<file path="src/rtl/cube0414_pkg.sv">
// Shared constants, FSM state type and byte-select helpers for the cube frame transmitter.
// The ADDR_CMD/ADDR_DATA states exist only when CUBE0414_ADDR_PHASE_EN is defined.
package cube0414_pkg;

    localparam logic [7:0] CUBE0414_ADDR_WR = 8'hCC;
    localparam logic [7:0] CUBE0414_DATA_WR = 8'hDA;

    localparam logic [2:0] SelHi  = 3'b100;
    localparam logic [2:0] SelMid = 3'b010;
    localparam logic [2:0] SelLo  = 3'b001;

    typedef enum logic [2:0] {
        StIdle,
`ifdef CUBE0414_ADDR_PHASE_EN
        StAddrCmd,
        StAddrData,
`endif
        StDataCmd,
        StDataFetch,
        StDataWait,
        StDataByte,
        StDone
    } state_e;

    function automatic logic [2:0] rotate_sel(input logic [2:0] sel);
        return {sel[0], sel[2:1]};
    endfunction

endpackage

</file>
<file path="src/rtl/cube0414_byte_ser.sv">
// Pixel holding register with MSB-first byte select rotation and the valid/ready output stage.
// Command bytes bypass the holding register; pixel bytes come from the selected slice.
module cube0414_byte_ser
    import cube0414_pkg::*;
(
    input  logic        i_clk,
    input  logic        i_rst,
    input  logic        i_load,
    input  logic [23:0] i_data,
    input  logic        i_shift,
    input  logic        i_cmd_vld,
    input  logic        i_cmd_dc,
    input  logic [7:0]  i_cmd_byte,
    input  logic        i_data_vld,
    output logic        o_vld,
    output logic        o_dc,
    output logic [7:0]  o_byte,
    output logic        o_last
);

    logic [23:0] r_hold;
    logic [2:0]  r_sel;
    logic [7:0]  w_data_byte;

    always_ff @(posedge i_clk) begin
        if (i_rst) begin
            r_hold <= 24'h000000;
            r_sel  <= 3'b000;
        end else if (i_load) begin
            r_hold <= i_data;
            r_sel  <= SelHi;
        end else if (i_shift) begin
            r_sel  <= rotate_sel(r_sel);
        end
    end

    always_comb begin
        w_data_byte = 8'h00;
        unique case (r_sel)
            SelHi:   w_data_byte = r_hold[23:16];
            SelMid:  w_data_byte = r_hold[15:8];
            SelLo:   w_data_byte = r_hold[7:0];
            default: w_data_byte = 8'h00;
        endcase
    end

    always_comb begin
        o_vld  = i_cmd_vld | i_data_vld;
        o_dc   = 1'b0;
        o_byte = 8'h00;
        if (i_data_vld) begin
            o_dc   = 1'b1;
            o_byte = w_data_byte;
        end else if (i_cmd_vld) begin
            o_dc   = i_cmd_dc;
            o_byte = i_cmd_byte;
        end
    end

    assign o_last = (r_sel == SelLo);

endmodule

</file>
<file path="src/rtl/cube0414_frame_tx.sv">
// Frame transmitter: optional address phase, then every layer/LED pixel as three data bytes.
// Address phase (CC + LED indices) is built only with CUBE0414_ADDR_PHASE_EN defined.
module cube0414_frame_tx
    import cube0414_pkg::*;
#(
    parameter int unsigned LAYER_NUM = 8,
    parameter int unsigned LED_NUM   = 64
) (
    input  logic        clk_in,
    input  logic        rst_in,
    input  logic        start_in,
    output logic        busy_out,
    output logic        done_out,
    output logic        rd_en_out,
    output logic [8:0]  rd_addr_out,
    input  logic [23:0] rd_data_in,
    output logic        dc_out,
    output logic [7:0]  byte_out,
    output logic        byte_vld_out,
    input  logic        byte_rdy_in
);

    localparam logic [5:0] IdxLast   = 6'(LED_NUM - 1);
    localparam logic [2:0] LayerLast = 3'(LAYER_NUM - 1);

    state_e     r_state;
    state_e     w_state_nxt;
    logic [5:0] r_idx;
    logic [5:0] w_idx_nxt;
    logic [2:0] r_layer;
    logic [2:0] w_layer_nxt;

    logic       w_cmd_vld;
    logic       w_cmd_dc;
    logic [7:0] w_cmd_byte;
    logic       w_data_vld;
    logic       w_load;
    logic       w_shift;
    logic       w_last;

    always_ff @(posedge clk_in) begin
        if (rst_in) begin
            r_state <= StIdle;
            r_idx   <= 6'd0;
            r_layer <= 3'd0;
        end else begin
            r_state <= w_state_nxt;
            r_idx   <= w_idx_nxt;
            r_layer <= w_layer_nxt;
        end
    end

    // Offering states leave only on byte_rdy_in, so valid never retracts.
    always_comb begin
        w_state_nxt = r_state;
        w_idx_nxt   = r_idx;
        w_layer_nxt = r_layer;
        w_cmd_vld   = 1'b0;
        w_cmd_dc    = 1'b0;
        w_cmd_byte  = 8'h00;
        w_data_vld  = 1'b0;
        w_load      = 1'b0;
        w_shift     = 1'b0;
        rd_en_out   = 1'b0;
        rd_addr_out = 9'h000;
        unique case (r_state)
            StIdle: begin
                if (start_in) begin
`ifdef CUBE0414_ADDR_PHASE_EN
                    w_state_nxt = StAddrCmd;
`else
                    w_state_nxt = StDataCmd;
`endif
                end
            end
`ifdef CUBE0414_ADDR_PHASE_EN
            StAddrCmd: begin
                w_cmd_vld  = 1'b1;
                w_cmd_byte = CUBE0414_ADDR_WR;
                if (byte_rdy_in) begin
                    w_state_nxt = StAddrData;
                    w_idx_nxt   = 6'd0;
                end
            end
            StAddrData: begin
                w_cmd_vld  = 1'b1;
                w_cmd_dc   = 1'b1;
                w_cmd_byte = {2'b00, r_idx};
                if (byte_rdy_in) begin
                    if (r_idx == IdxLast) begin
                        w_state_nxt = StDataCmd;
                        w_idx_nxt   = 6'd0;
                    end else begin
                        w_idx_nxt   = r_idx + 6'd1;
                    end
                end
            end
`endif
            StDataCmd: begin
                w_cmd_vld  = 1'b1;
                w_cmd_byte = CUBE0414_DATA_WR;
                if (byte_rdy_in) begin
                    w_state_nxt = StDataFetch;
                    w_layer_nxt = 3'd0;
                    w_idx_nxt   = 6'd0;
                end
            end
            StDataFetch: begin
                rd_en_out   = 1'b1;
                rd_addr_out = {r_layer, r_idx};
                w_state_nxt = StDataWait;
            end
            StDataWait: begin
                w_load      = 1'b1;
                w_state_nxt = StDataByte;
            end
            StDataByte: begin
                w_data_vld = 1'b1;
                w_shift    = byte_rdy_in;
                if (byte_rdy_in && w_last) begin
                    if (r_idx == IdxLast) begin
                        if (r_layer == LayerLast) begin
                            w_state_nxt = StDone;
                        end else begin
                            w_layer_nxt = r_layer + 3'd1;
                            w_idx_nxt   = 6'd0;
                            w_state_nxt = StDataFetch;
                        end
                    end else begin
                        w_idx_nxt   = r_idx + 6'd1;
                        w_state_nxt = StDataFetch;
                    end
                end
            end
            StDone: begin
                w_state_nxt = StIdle;
            end
            default: begin
                w_state_nxt = StIdle;
            end
        endcase
    end

    assign busy_out = (r_state != StIdle) && (r_state != StDone);
    assign done_out = (r_state == StDone);

    cube0414_byte_ser u_byte_ser (
        .i_clk      (clk_in),
        .i_rst      (rst_in),
        .i_load     (w_load),
        .i_data     (rd_data_in),
        .i_shift    (w_shift),
        .i_cmd_vld  (w_cmd_vld),
        .i_cmd_dc   (w_cmd_dc),
        .i_cmd_byte (w_cmd_byte),
        .i_data_vld (w_data_vld),
        .o_vld      (byte_vld_out),
        .o_dc       (dc_out),
        .o_byte     (byte_out),
        .o_last     (w_last)
    );

endmodule

</file>
<file path="config.mk">
export PLATFORM = sky130hd
export DESIGN_NAME = cube0414_frame_tx
export DESIGN_NICKNAME = d
export VERILOG_FILES = /design/src/rtl/cube0414_pkg.sv /design/src/rtl/cube0414_byte_ser.sv /design/src/rtl/cube0414_frame_tx.sv
export SDC_FILE = /design/constraint.sdc
export NUM_CORES = 1
export LEC_CHECK = 0
export BUFFER_PORTS_ARGS = -buffer_cell sky130_fd_sc_hd__buf_2
export CAP_MARGIN = 20
export CORE_MARGIN = 2
export CORE_UTILIZATION = 48
export CTS_CLUSTER_DIAMETER = 150
export DETAILED_ROUTE_END_ITERATION = 12
export PLACE_DENSITY = 0.76
export SYNTH_ARGS = -nofsm -noshare
export SYNTH_HDL_FRONTEND = slang
export SYNTH_SLANG_ARGS = --single-unit
</file>
<file path="constraint.sdc">
create_clock -name clk_in -period 1.6 [get_ports clk_in]
set_clock_uncertainty 0.1 [all_clocks]
set_input_delay 0.16 -clock clk_in [delete_from_list [all_inputs] [get_ports clk_in]]
set_output_delay 0.16 -clock clk_in [all_outputs]
set_load 0.05 [all_outputs]
</file>
## Word-level counts from Yosys, hierarchy flattened

Index checks and enable logic that the tools add are counted.
W data, S select, Z words.

| storage, ports and cells | value |
|---|---|
| register bits after elaboration | 39 |
| input bits | 28 |
| word-level logic and storage cells | 65 |

| cells by class | value |
|---|---|
| reductions and logical operators | 10 |
| add/sub/neg operators | 2 |
| equal/unequal tests | 17 |
| muxes and demuxes | 29 |
| bitwise gates (word level) | 1 |

Operators with widths:

| cell | number |
|---|---|
| $mux W3 | 11 |
| $mux W6 | 4 |
| $mux W8 | 3 |
| $pmux W8 S3 | 1 |
| $pmux W3 S5 | 1 |
| $eq A3 B3 Y1 const B | 4 |
| $pmux W6 S2 | 1 |
| $ne A2 B2 Y1 const B | 5 |
| $eq A3 B2 Y1 const B | 3 |
| $mux W9 | 1 |
| $add A6 B1 Y6 const B | 1 |
| $eq A3 B1 Y1 const B | 2 |
| $eq A6 B6 Y1 const B | 1 |
| $mux W1 | 6 |
| $ne A3 B3 Y1 const B | 2 |
| $pmux W3 S2 | 1 |
| $reduce_and A5 Y1 | 1 |
| $reduce_and A4 Y1 | 1 |
| $reduce_bool A2 Y1 | 2 |
| $add A3 B1 Y3 const B | 1 |
| $logic_not A3 Y1 | 1 |
| $reduce_and A3 Y1 | 1 |
| $reduce_bool A3 Y1 | 1 |
| $logic_and A1 B1 Y1 | 2 |
| 2 further kinds | 2 |

## Longest topological paths before layout

Gate-level depths: netlist of run 1.

| depth | value |
|---|---|
| depth in word-level cells | 5 |
| mapped depth | 7 |

## Cells and area by module

A second synthesis of run 1 with hierarchy kept.

| second synthesis, totals | value |
|---|---|
| cells, all modules | 255 |
| area total of the unflattened synthesis | 2302.2 um^2 |

Modules (own cells, without submodules):

| module | area an instance (um^2) | times used | cells an instance |
|---|---|---|---|
| cube0414_byte_ser | 1392.6 | 1 | 143 |
| cube0414_frame_tx | 909.6 | 1 | 112 |

## Least setup slack after synthesis of run 1

OpenSTA, ideal clock, no wires.

| path | value |
|---|---|
| path type | reg2out |
| start | reg r_state[0] |
| end | out byte_out[1] |
| slack | -0.920 ns |
| buffers on the path | 1 |
| arrival time | 2.260 ns |
| stages on the path, launching flop included | 7 |
| cells stage by stage | dfxtp_1 -> buf_2 -> nor2_1 -> nand2_1 -> inv_2 -> o311ai_2 -> o21ai_0 |

| on the way | value |
|---|---|
| word-level cells in the longest chain between the ends | 4 |
| elaborated cells between the ends (all ways) | 7 |
| those cells by class | eq/ne (2); mux (5) |

Ends and longest elaborated chain:

| what | RTL line | text |
|---|---|---|
| from (decl) | cube0414_frame_tx.sv:26 | `state_e r_state;` |
| from (signal assigned) | cube0414_frame_tx.sv:43 | `r_state <= StIdle;` |
| from (signal assigned) | cube0414_frame_tx.sv:47 | `r_state <= w_state_nxt;` |
| $eq A3 B1 Y1 | cube0414_frame_tx.sv:66 | `unique case (r_state)` |
| $mux W8 / $mux W1 (equally long branches) | cube0414_frame_tx.sv:66 |  |
| $mux W8 | cube0414_byte_ser.sv:54 | `end else if (i_cmd_vld) begin` |
| $mux W8 * | cube0414_byte_ser.sv:51 | `if (i_data_vld) begin` |
| to (decl) | cube0414_frame_tx.sv:18 | `output logic [7:0] byte_out,` |

Every way passes the cells marked *; elsewhere a longest branch is shown, timed or not.

## Final worst setup path of run 1

| path | value |
|---|---|
| start | reg u_byte_ser.r_sel[1] |
| end | out byte_out[3] |

| on the way | value |
|---|---|
| word-level cells in the longest chain between the ends | 3 |
| elaborated cells between the ends (all ways) | 5 |
| those cells by class | eq/ne (3); mux (2) |

Ends and longest elaborated chain:

| what | RTL line | text |
|---|---|---|
| from (decl) | cube0414_byte_ser.sv:22 | `logic [2:0] r_sel;` |
| from (signal assigned) | cube0414_byte_ser.sv:31 | `r_sel <= SelHi;` |
| from (signal assigned) | cube0414_byte_ser.sv:33 | `r_sel <= rotate_sel(r_sel);` |
| $eq A3 B1 Y1, or another cell as far along | cube0414_byte_ser.sv:39 | `unique case (r_sel)` |
| $pmux W8 S3 * | cube0414_byte_ser.sv:39 |  |
| $mux W8 * | cube0414_byte_ser.sv:51 |  |

Marks and branches as above.

==> flow_summary_export.csv, run 1 <==
group,metric,value,unit
outcome,status,"finished with violations",
outcome,violations,"negative setup slack",
power_and_ir_drop,pwr-share-comb,0.275,
critical_path,crit_type,"register to output pin",
synthesis,ys_seq_elements,39,
timing,fin_crit,2.03,ns
synthesis,synthFlopType,"dfxtp_1",
die,coreArea,0.00406,mm2
placed_design,io_buffers,49,
power_and_ir_drop,netSwitchingFraction,0.301,
synthesis,ys_seq_area_frac,0.381,
routing,dr.pass1.iters,5,
power_and_ir_drop,power_switching,780,uW
routing,wl_per_cell,20.1,um
timing,finalSetupViolations,27,
worst_hold_path,min_to,"u_byte_ser.r_hold[15]",
timing,finalSetupTns,-4.77,ns
critical_path,cp_slowest_cell,"or4bb_1",
layout,area.growth.synth_to_final,73.6,%
die,die_x,69.3,um
global_routing,grt_overflow,0,
synthesis,synth_edf_count,0,
job,drv_cap,0,
critical_path,end_kind,"output pin",
critical_path,reg2reg_slack,-0.22,ns
clock_network,insertion_delay,0.30,ns
timing,maxSlewViolCount,0,
synthesis,synth_cell_types,47,
layout,drive_gt1_frac,0.491,
timing,period_share,1.27,
global_routing,antenna_found_initial,0,
worst_hold_path,worstHoldStart,"rd_data_in[15]",
timing,max_freq,494,MHz
routing,route.detailed.drc,0,
global_routing,grt_util_all_layers,0.295,
placed_design,gp_congestion,0.844,
critical_path,r2r_start,"r_state[0]",
synthesis,synth_area,0.00205,mm2
layout,antenna_cells,0,
timing,worstMarginPinSlew,0.479,ns
clock_network,htreeDepth,2,
critical_path,critPathBufInv,1,
die,die_h,69.3,um
timing,slew_headroom,0.680,
synthesis,syn_area_per_cell,7.85,um2
power_and_ir_drop,ir_worst_vdd,0.000644,V
synthesis,synth_cells,261,
critical_path,critical_path_required,1.34,ns
critical_path,cpLargestDelayFamily,"simple AND/OR/NAND/NOR gates",
die,io_pins,50,
routing,vias_per_cell,6.03,
timing,hold_viol_final,0,
critical_path,critPathMaxStageDelay,0.48,ns
clock_network,numCtsBuffers,5,
placed_design,dp_hpwl,4000,um
clock_network,cts.sink_count,39,
critical_path,crit_arrival,1.77,ns
clock_network,clk_pin_slew,0.08,ns
routing,postRouteAntennaNets,0,
clock_network,clk_path_buf_depth,2,
worst_hold_path,hold-path-cell-count,3,
synthesis,synth_nets,292,
critical_path,crit_chain,"or4bb_1 -> o21a_1 -> o21ai_4 -> buf_6",
clock_network,tritoncts,"done",
routing,vias,2526,
synthesis,ys_async_sr_fraction,0,
layout,num-fill-cells,191,
timing,rsz0062_at_grt,"true",
power_and_ir_drop,pwr-share-seq,0.390,
clock_network,clockRootBuffer,"clkbuf_8",
timing,setup_slack,-0.425,ns
critical_path,crit_fanout,9,
worst_hold_path,hold_class,"input port to register",
global_routing,grt_start_max_net_pins,32,
critical_path,rr_worst_depth,5,
critical_path,regToRegEndpoint,"r_idx[4]",
power_and_ir_drop,total_power,2590,uW
critical_path,crit_start,"u_byte_ser.r_sel[1]",
global_routing,grt_pass1_vias,2477,
die,rows,23,
routing,dr.first_iter.drc_count,253,
power_and_ir_drop,power_density,727,mW/mm2
global_routing,grt_pass1_wl,11400,um
synthesis,netlist_top_cells_area,"dfxtp_1 38%, nand2_1 11%, a21oi_1 6.8%",
die,initial_utilization,0.505,
synthesis,synth_warnings,0,
synthesis,synth_top_area_share,0.381,
critical_path,cp-start-kind,"register",
routing,wl,8420,um
layout,fin_nets,399,
power_and_ir_drop,pwr-share-clk,0.335,
power_and_ir_drop,power.internal,1810,uW
synthesis,synth_top_area_cell,"dfxtp_1",
power_and_ir_drop,p_leak,0.00139,uW
die,die-area,0.00481,mm2
repair_timing:
action | in CTS | in global routing
cloned | 3 | 0
setup endpoints to repair | 32 | 59
setup buffers | 5 | 7
resized for setup | 103 | 27
hold buffers | 13 | 0
endpoints found under the hold margin | 13 | 0
pin swaps | 14 | 20
synth_stat cells, drive strengths merged, types with 2 or more instances:
cell,number
a211oi,3
a21o,2
a21oi,28
a22oi,9
a2bb2oi,7
and2,8
and3,2
buf,7
clkbuf,10
dfxtp,39
ha,3
inv,5
mux2i,7
nand2,58
nand2b,2
nand3,6
nand4,2
nor2,13
nor2b,6
nor3,9
nor3b,2
o21a,3
o21ai,11
metrics by stage:
| stage | setup slack (ns) | utilization | std cells | hold WS [ns] | instance area, um2 |
|---|---|---|---|---|---|
| 2_1_floorplan | -0.221 | - | 261 | 0.196 | 2210 |
| 3_3_place_gp | -0.104 | 0.678 | 385 | 0.301 | 2750 |
| 3_5_place_dp | -0.166 | 0.678 | 385 | 0.304 | 2750 |
| 4_1_cts | -0.308 | 0.842 | 414 | 0.000477 | 3420 |
| 5_1_grt | -0.462 | 0.877 | 419 | 0.00806 | 3560 |
| 6_report | -0.425 | 0.877 | 419 | 0.00313 | 3560 |
sequential cells by signal, summed over array words and instances, names as in the netlist:
register and count:
r_state 3, u_byte_ser.r_sel 3, u_byte_ser.r_hold 24, r_idx 6, r_layer 3
worst min-delay path, stage by stage:
cell and delay, ns:
buf_2 0.10, nand2_1 0.04, a21oi_1 0.05
layout by cell type (no fill, tap or decap), types with 6 or more instances in the layout:
cell            n
nand2_1        56
buf_4          38
dfxtp_1        31
buf_2          29
buf_6          27
a21oi_1        26
dlygate4sd3_1  13
and2_4          8
buf_8           8
a22oi_1         7
a2bb2oi_2       7
mux2i_1         7
nor2_1          6
clkbuf_8        6
dfxtp_2         6
final cells by class:
cell class / instances / area, um2 / area share
well taps: 50 / 62.6 / 0.0176
flip-flops and latches: 39 / 796 / 0.224
repair buffers: 117 / 1010 / 0.284
inverters: 5 / 23.8 / 0.00668
multi-input cells: 200 / 1550 / 0.435
clock buffers: 6 / 82.6 / 0.0232
clock inverters: 2 / 35.0 / 0.00985
power groups by stage:
stage | registers [uW] | logic, uW | clock network, uW
floorplan | 1020 | 363 | 0
global placement | 1030 | 484 | 0
detailed placement | 1030 | 489 | 0
CTS | 1010 | 636 | 863
global route | 1010 | 739 | 929
finish | 1010 | 712 | 867
cells by family after synthesis:
kind of cell               Yosys count  synth area share
AOI/OAI and AO/OA                   74             0.242
xor gates and xnor gates             1           0.00427
adders and majority gates            3            0.0183
buffers and inverters               22            0.0458
DFF                                 39             0.381
muxes                                7            0.0342
and+or+nand+nor                    115             0.275
worst max-delay path by stage:
stage,endpoint,cells after the start
2_1_floorplan,byte_out[1],4
3_3_place_gp,byte_out[1],6
3_5_place_dp,byte_out[1],6
4_1_cts,byte_out[3],4
5_1_grt,byte_out[3],4
6_report,byte_out[3],4
metal layers:
metal	vias up	GRT usage	wire length [um]
li1	1132	-	-
met1	1208	0.325	3130
met2	137	0.540	4320
met3	49	0.0596	444
met4	0	0.133	522
met5	-	0	0
Note: power is estimated with default switching activity, not from simulation.
==> run 2, diff against run 1 <==
--- a/config.mk
+++ b/config.mk
@@ -7,8 +7,10 @@
 export LEC_CHECK = 0
 export BUFFER_PORTS_ARGS = -buffer_cell sky130_fd_sc_hd__buf_2
 export CAP_MARGIN = 20
+export CORE_ASPECT_RATIO = 0.5
 export CORE_MARGIN = 2
 export CORE_UTILIZATION = 48
+export CTS_BUF_LIST = sky130_fd_sc_hd__clkbuf_4 sky130_fd_sc_hd__clkbuf_8 sky130_fd_sc_hd__clkbuf_16
 export CTS_CLUSTER_DIAMETER = 150
 export DETAILED_ROUTE_END_ITERATION = 12
 export PLACE_DENSITY = 0.76
==> constraint.sdc (replaced) <==
create_clock -name clk_in -period 1.8 [get_ports clk_in]
set_clock_uncertainty 0.1 [all_clocks]
set_input_delay 0.18 -clock clk_in [delete_from_list [all_inputs] [get_ports clk_in]]
set_output_delay 0.18 -clock clk_in [all_outputs]
set_load 0.05 [all_outputs]
==> run 2 against run 1 <==
Effect of this change:
- the flow still finishes with violations (negative setup slack)
- non-clock buffer count decreased by 44
- hold slack improved by 0.0091 ns
- sequential power decreased by 11%
- flip-flop and latch count unchanged
- critical endpoint unchanged
- first-iteration DRC count decreased by 77%
- largest cell class unchanged
==> flow_summary_export.csv, run 2 (synthesized netlist as in run 1, its figures left out) <==
group,metric,value,unit
power_and_ir_drop,power_density,680,mW/mm2
die,rows,16,
critical_path,crit_fanout,8,
critical_path,regToRegEndpoint,"r_idx[3]",
clock_network,cts.sink_count,39,
routing,postRouteAntennaNets,0,
worst_hold_path,min_to,"u_byte_ser.r_hold[0]",
outcome,status,"finished with violations",
critical_path,crit_type,"register to output pin",
critical_path,rr_worst_depth,6,
clock_network,numCtsBuffers,5,
timing,slew_headroom,0.732,
clock_network,tritoncts,"done",
layout,num-fill-cells,306,
global_routing,grt_start_max_net_pins,28,
layout,multi_input_area,0.00138,mm2
routing,wl_per_cell,14.6,um
clock_network,insertion_delay,0.29,ns
routing,vias,2116,
routing,route.detailed.drc,0,
clock_network,clockRootBuffer,"clkbuf_8",
layout,seq_area,797,um2
power_and_ir_drop,ir_worst_vdd,0.000487,V
worst_hold_path,hold_class,"input port to register",
layout,final_cell_mix,"56 x nand2_1, 33 x buf_2, 32 x dfxtp_1",
global_routing,grt_pass1_vias,1963,
routing,vias_per_cell,5.55,
placed_design,pre_cts_slack,0.0311,ns
die,die_h,50.2,um
layout,antenna_cells,0,
routing,dr.pass1.iters,4,
global_routing,grt_util_all_layers,0.237,
timing,finalSetupViolations,8,
die,initial_utilization,0.512,
layout,largest_reg_flops,24,
die,die_x,96.4,um
timing,worstMarginPinSlew,0.397,ns
die,coreArea,0.00400,mm2
worst_hold_path,hold-path-cell-count,3,
clock_network,clk_pin_slew,0.08,ns
critical_path,r2r_start,"u_byte_ser.r_sel[0]",
layout,final_common_cell,"nand2_1",
clock_network,clk_path_buf_depth,2,
layout,largest_registers,"u_byte_ser.r_hold: 24 flops, r_idx: 6 flops",
placed_design,place_inst,367,
global_routing,grt_pass1_wl,8850,um
layout,area.growth.synth_to_final,41.5,%
die,die-area,0.00484,mm2
critical_path,critical_path_required,1.52,ns
timing,period_share,1.06,
critical_path,end_kind,"output pin",
routing,wl,5550,um
global_routing,grt_overflow,0,
outcome,violations,"negative setup slack",
clock_network,htreeDepth,2,
die,io_pins,50,
layout,fin_nets,357,
critical_path,cp-start-kind,"register",
timing,maxSlewViolCount,0,
worst_hold_path,worstHoldStart,"rd_data_in[0]",
layout,fin_cells,381,
critical_path,crit_arrival,1.64,ns
routing,dr.first_iter.drc_count,59,
job,drv_cap,0,
layout,drive_gt1_frac,0.373,
critical_path,reg2reg_slack,0.03,ns
layout,regMostFlops,"u_byte_ser.r_hold",
placed_design,dp_hpwl,3790,um
power_and_ir_drop,p_leak,0.00114,uW
layout,utilization,0.724,
global_routing,antenna_found_initial,0,
timing,fin_crit,1.92,ns
timing,rsz0062_at_grt,"true",
timing,setup_slack,-0.117,ns
placed_design,io_buffers,49,
placed_design,gp_congestion,0.848,
timing,max_freq,522,MHz
timing,hold_viol_final,0,
run 2: what timing repair did:
action                                  in CTS  in global routing
resized for setup                           42                 24
pin swaps                                    7                  7
hold buffers                                 0                  0
buffers inserted                             4                  2
endpoints found under the setup margin      15                 25
gates cloned                                 0                  2
run 2: area by class of cell:
cell class                 count  share of cell area
timing repair buffer          73               0.187
multi-input combinational    202               0.476
inverter                       5             0.00734
sequential                    39               0.275
tap                           54              0.0233
clock buffer                   6              0.0263
clock inverter                 2             0.00432
run 2: worst max-delay path: stages (launching register included):
cell and delay [ns]:
dfxtp_4 0.38, or4bb_1 0.51, o21a_1 0.15, o21ai_4 0.13, buf_6 0.17
run 2: where the power goes:
part           leakage [uW]  internal [uW]  switching [uW]
Sequential         0.000319            877            19.4
Combinational      0.000775            177             288
Clock             0.0000446            286             323
Total               0.00114           1340             631
run 2: per-stage QoR:
step	total power, uW	hold slack (ns)	setup TNS [ns]	instance area, um2
2_1_floorplan	1210	0.216	-3.02	2140
3_3_place_gp	1310	0.320	0	2550
3_5_place_dp	1320	0.325	0	2550
4_1_cts	1960	0.00490	-0.683	2790
5_1_grt	2050	0.0128	-1.23	2900
6_report	1970	0.0123	-0.461	2900
run 2: metal layers:
| layer | track usage | share of wire | up-vias | routed length (um) |
|---|---|---|---|---|
| met5 | 0 | 0 | - | 0 |
| met4 | 0.0845 | 0.022 | 0 | 121 |
| met3 | 0.0571 | 0.036 | 14 | 202 |
| met2 | 0.406 | 0.50 | 52 | 2750 |
| met1 | 0.291 | 0.45 | 991 | 2470 |
| li1 | - | - | 1059 | - |
run 2: worst max-delay path by stage:
stage | start | to | slack [ns]
floorplan | r_state[1] | rd_addr_out[6] | -0.31
global placement | u_byte_ser.r_sel[1] | byte_out[4] | 0.07
detailed placement | r_layer[0] | r_idx[3] | 0.03
CTS | u_byte_ser.r_sel[0] | byte_out[3] | -0.11
global route | u_byte_ser.r_sel[2] | byte_out[3] | -0.16
finish | u_byte_ser.r_sel[2] | byte_out[3] | -0.12
==> run 3, diff against run 2 <==
==> constraint.sdc (replaced) <==
create_clock -name clk_in -period 1.8 [get_ports clk_in]
set_clock_uncertainty 0.1 [all_clocks]
set_input_delay 0.36 -clock clk_in [delete_from_list [all_inputs] [get_ports clk_in]]
set_output_delay 0.36 -clock clk_in [all_outputs]
set_load 0.05 [all_outputs]
==> run 3 against run 2 <==
Effect of this change:
- the run still ends with negative setup slack left
- die area stayed put
- power is 14% higher
- hold slack better by 0.17 ns
- sequential share of layout area is 3.0 points lower
- clock power is 25% higher
- register-to-register slack worse by 0.08 ns
- largest power group unchanged
- highest routed layer unchanged
==> flow_summary_export.csv, run 3 (synthesized netlist as in run 1, its figures left out) <==
group,metric,value,unit
layout,antenna_cells,0,
power_and_ir_drop,ir_worst_vdd,0.000464,V
placed_design,gp_congestion,0.884,
layout,regMostFlops,"u_byte_ser.r_hold",
critical_path,critPathMaxStageDelay,0.38,ns
layout,multi_input_area,0.00147,mm2
placed_design,io_buffers,49,
layout,final_common_cell,"nand2_1",
layout,seq_area,795,um2
global_routing,antenna_found_initial,0,
timing,holdWs,0.184,ns
power_and_ir_drop,p_leak,0.00128,uW
critical_path,end_kind,"output pin",
placed_design,pre_cts_slack,-0.0641,ns
global_routing,grt_overflow,0,
clock_network,hold_buffers,0,
routing,wl_per_cell,17.3,um
timing,slew_headroom,0.719,
die,io_pins,50,
die,die-area,0.00484,mm2
critical_path,crit_type,"register to output pin",
critical_path,critical_path_required,1.34,ns
die,die_x,96.4,um
timing,period_share,1.19,
die,rows,16,
timing,finalSetupTns,-2.93,ns
timing,hold_viol_final,0,
layout,final_cell_mix,"57 x nand2_1, 32 x dfxtp_1, 31 x buf_4",
critical_path,crit_arrival,1.68,ns
clock_network,numCtsBuffers,5,
critical_path,critPathBufInv,3,
outcome,status,"finished with violations",
clock_network,clockRootBuffer,"clkbuf_8",
worst_hold_path,hold-path-cell-count,3,
routing,vias_per_cell,5.77,
timing,max_freq,468,MHz
timing,maxSlewViolCount,0,
clock_network,cts.sink_count,39,
critical_path,crit_fanout,8,
routing,dr.first_iter.drc_count,183,
routing,route.detailed.drc,0,
timing,worstMarginPinSlew,0.421,ns
global_routing,grt_start_max_net_pins,29,
die,die_h,50.2,um
layout,largest_registers,"u_byte_ser.r_hold: 24 flops, r_idx: 6 flops",
clock_network,tritoncts,"done",
critical_path,cp_slowest_cell,"dfxtp_4",
timing,setup_slack,-0.339,ns
job,drv_cap,0,
placed_design,dp_hpwl,3890,um
routing,vias,2302,
clock_network,htreeDepth,2,
clock_network,clk_pin_slew,0.08,ns
clock_network,insertion_delay,0.31,ns
routing,postRouteAntennaNets,0,
layout,utilization,0.811,
die,coreArea,0.00400,mm2
outcome,violations,"negative setup slack",
global_routing,grt_pass1_vias,2109,
die,initial_utilization,0.512,
worst_hold_path,hold_class,"input port to register",
critical_path,reg2reg_slack,-0.05,ns
timing,finalSetupViolations,19,
critical_path,cp-start-kind,"register",
layout,num-fill-cells,252,
power_and_ir_drop,power_density,693,mW/mm2
timing,fin_crit,2.14,ns
clock_network,clk_path_buf_depth,2,
critical_path,crit_chain,"o21ai_0 -> buf_4 -> o311ai_4 -> buf_12 -> o21ai_4 -> buf_6",
critical_path,rr_worst_depth,6,
power_and_ir_drop,total_power,2250,uW
critical_path,cp.depth,6,
global_routing,grt_util_all_layers,0.266,
critical_path,cpLargestDelayFamily,"buffers and inverters",
layout,drive_gt1_frac,0.443,
layout,largest_reg_flops,24,
routing,dr.pass1.iters,5,
global_routing,grt_pass1_wl,9770,um
layout,fin_nets,375,
timing,rsz0062_at_grt,"true",
layout,area.growth.synth_to_final,58.4,%
routing,wl,6910,um
[run 3: cell count changes in the layout (fill, tap and decap cells not counted), moves of 3 or more]
| cell | change |
|---|---|
| nor3_1 | -4 |
| nor3_4 | +3 |
| buf_6 | +9 |
| buf_8 | +7 |
| and2_1 | -4 |
| buf_4 | +9 |
| buf_2 | -5 |
| and2_4 | +4 |
[run 3: what timing repair did]
action / CTS / global route
buffers inserted: 8 / 7
hold endpoints to repair: 0 / 0
gates resized for setup: 60 / 38
cloned: 2 / 0
pin swaps: 6 / 9
endpoints found under the setup margin: 23 / 30
[run 3: final timing paths]
kind | from | endpoint
setup / recovery | u_byte_ser.r_sel[0] | byte_out[3]
hold / removal | rd_data_in[10] | u_byte_ser.r_hold[10]
setup reg to reg | r_state[1] | r_idx[5]
hold reg to reg | u_byte_ser.r_hold[16] | u_byte_ser.r_hold[16]
[run 3: routing by layer]
layer	routed length (um)	global-route usage	part of all wire
met1	2940	0.331	0.43
met2	3410	0.463	0.49
met3	398	0.0526	0.058
met4	161	0.0892	0.023
met5	0	0	0
[run 3: metrics by stage]
stage	cells	cell area (um2)
final	399	3250
after global placement	377	2670
after detailed placement	377	2670
after floorplan	261	2190
after global routing	399	3250
after CTS	393	3050
[run 3: area by class of cell]
class	instances	area share
Multi-Input combinational cell	202	0.452
Sequential cell	39	0.245
Timing Repair Buffer	91	0.241
Clock buffer	5	0.0212
Tap cell	54	0.0208
Clock inverter	3	0.0135
Inverter	5	0.00732
[run 3: where the power goes]
part / switching [uW] / internal, uW
sequential: 16.0 / 878
combinational: 342 / 249
clock: 352 / 413
total: 710 / 1540
[run 3: worst register-to-register path: cells and delay by family, from the launching register on]
kind / cells / cell delay, ns
AOI/OAI and AO/OA: 3 / 0.50
buffers and inverters: 2 / 0.25
DFF: 1 / 0.36
and+or+nand+nor: 1 / 0.57
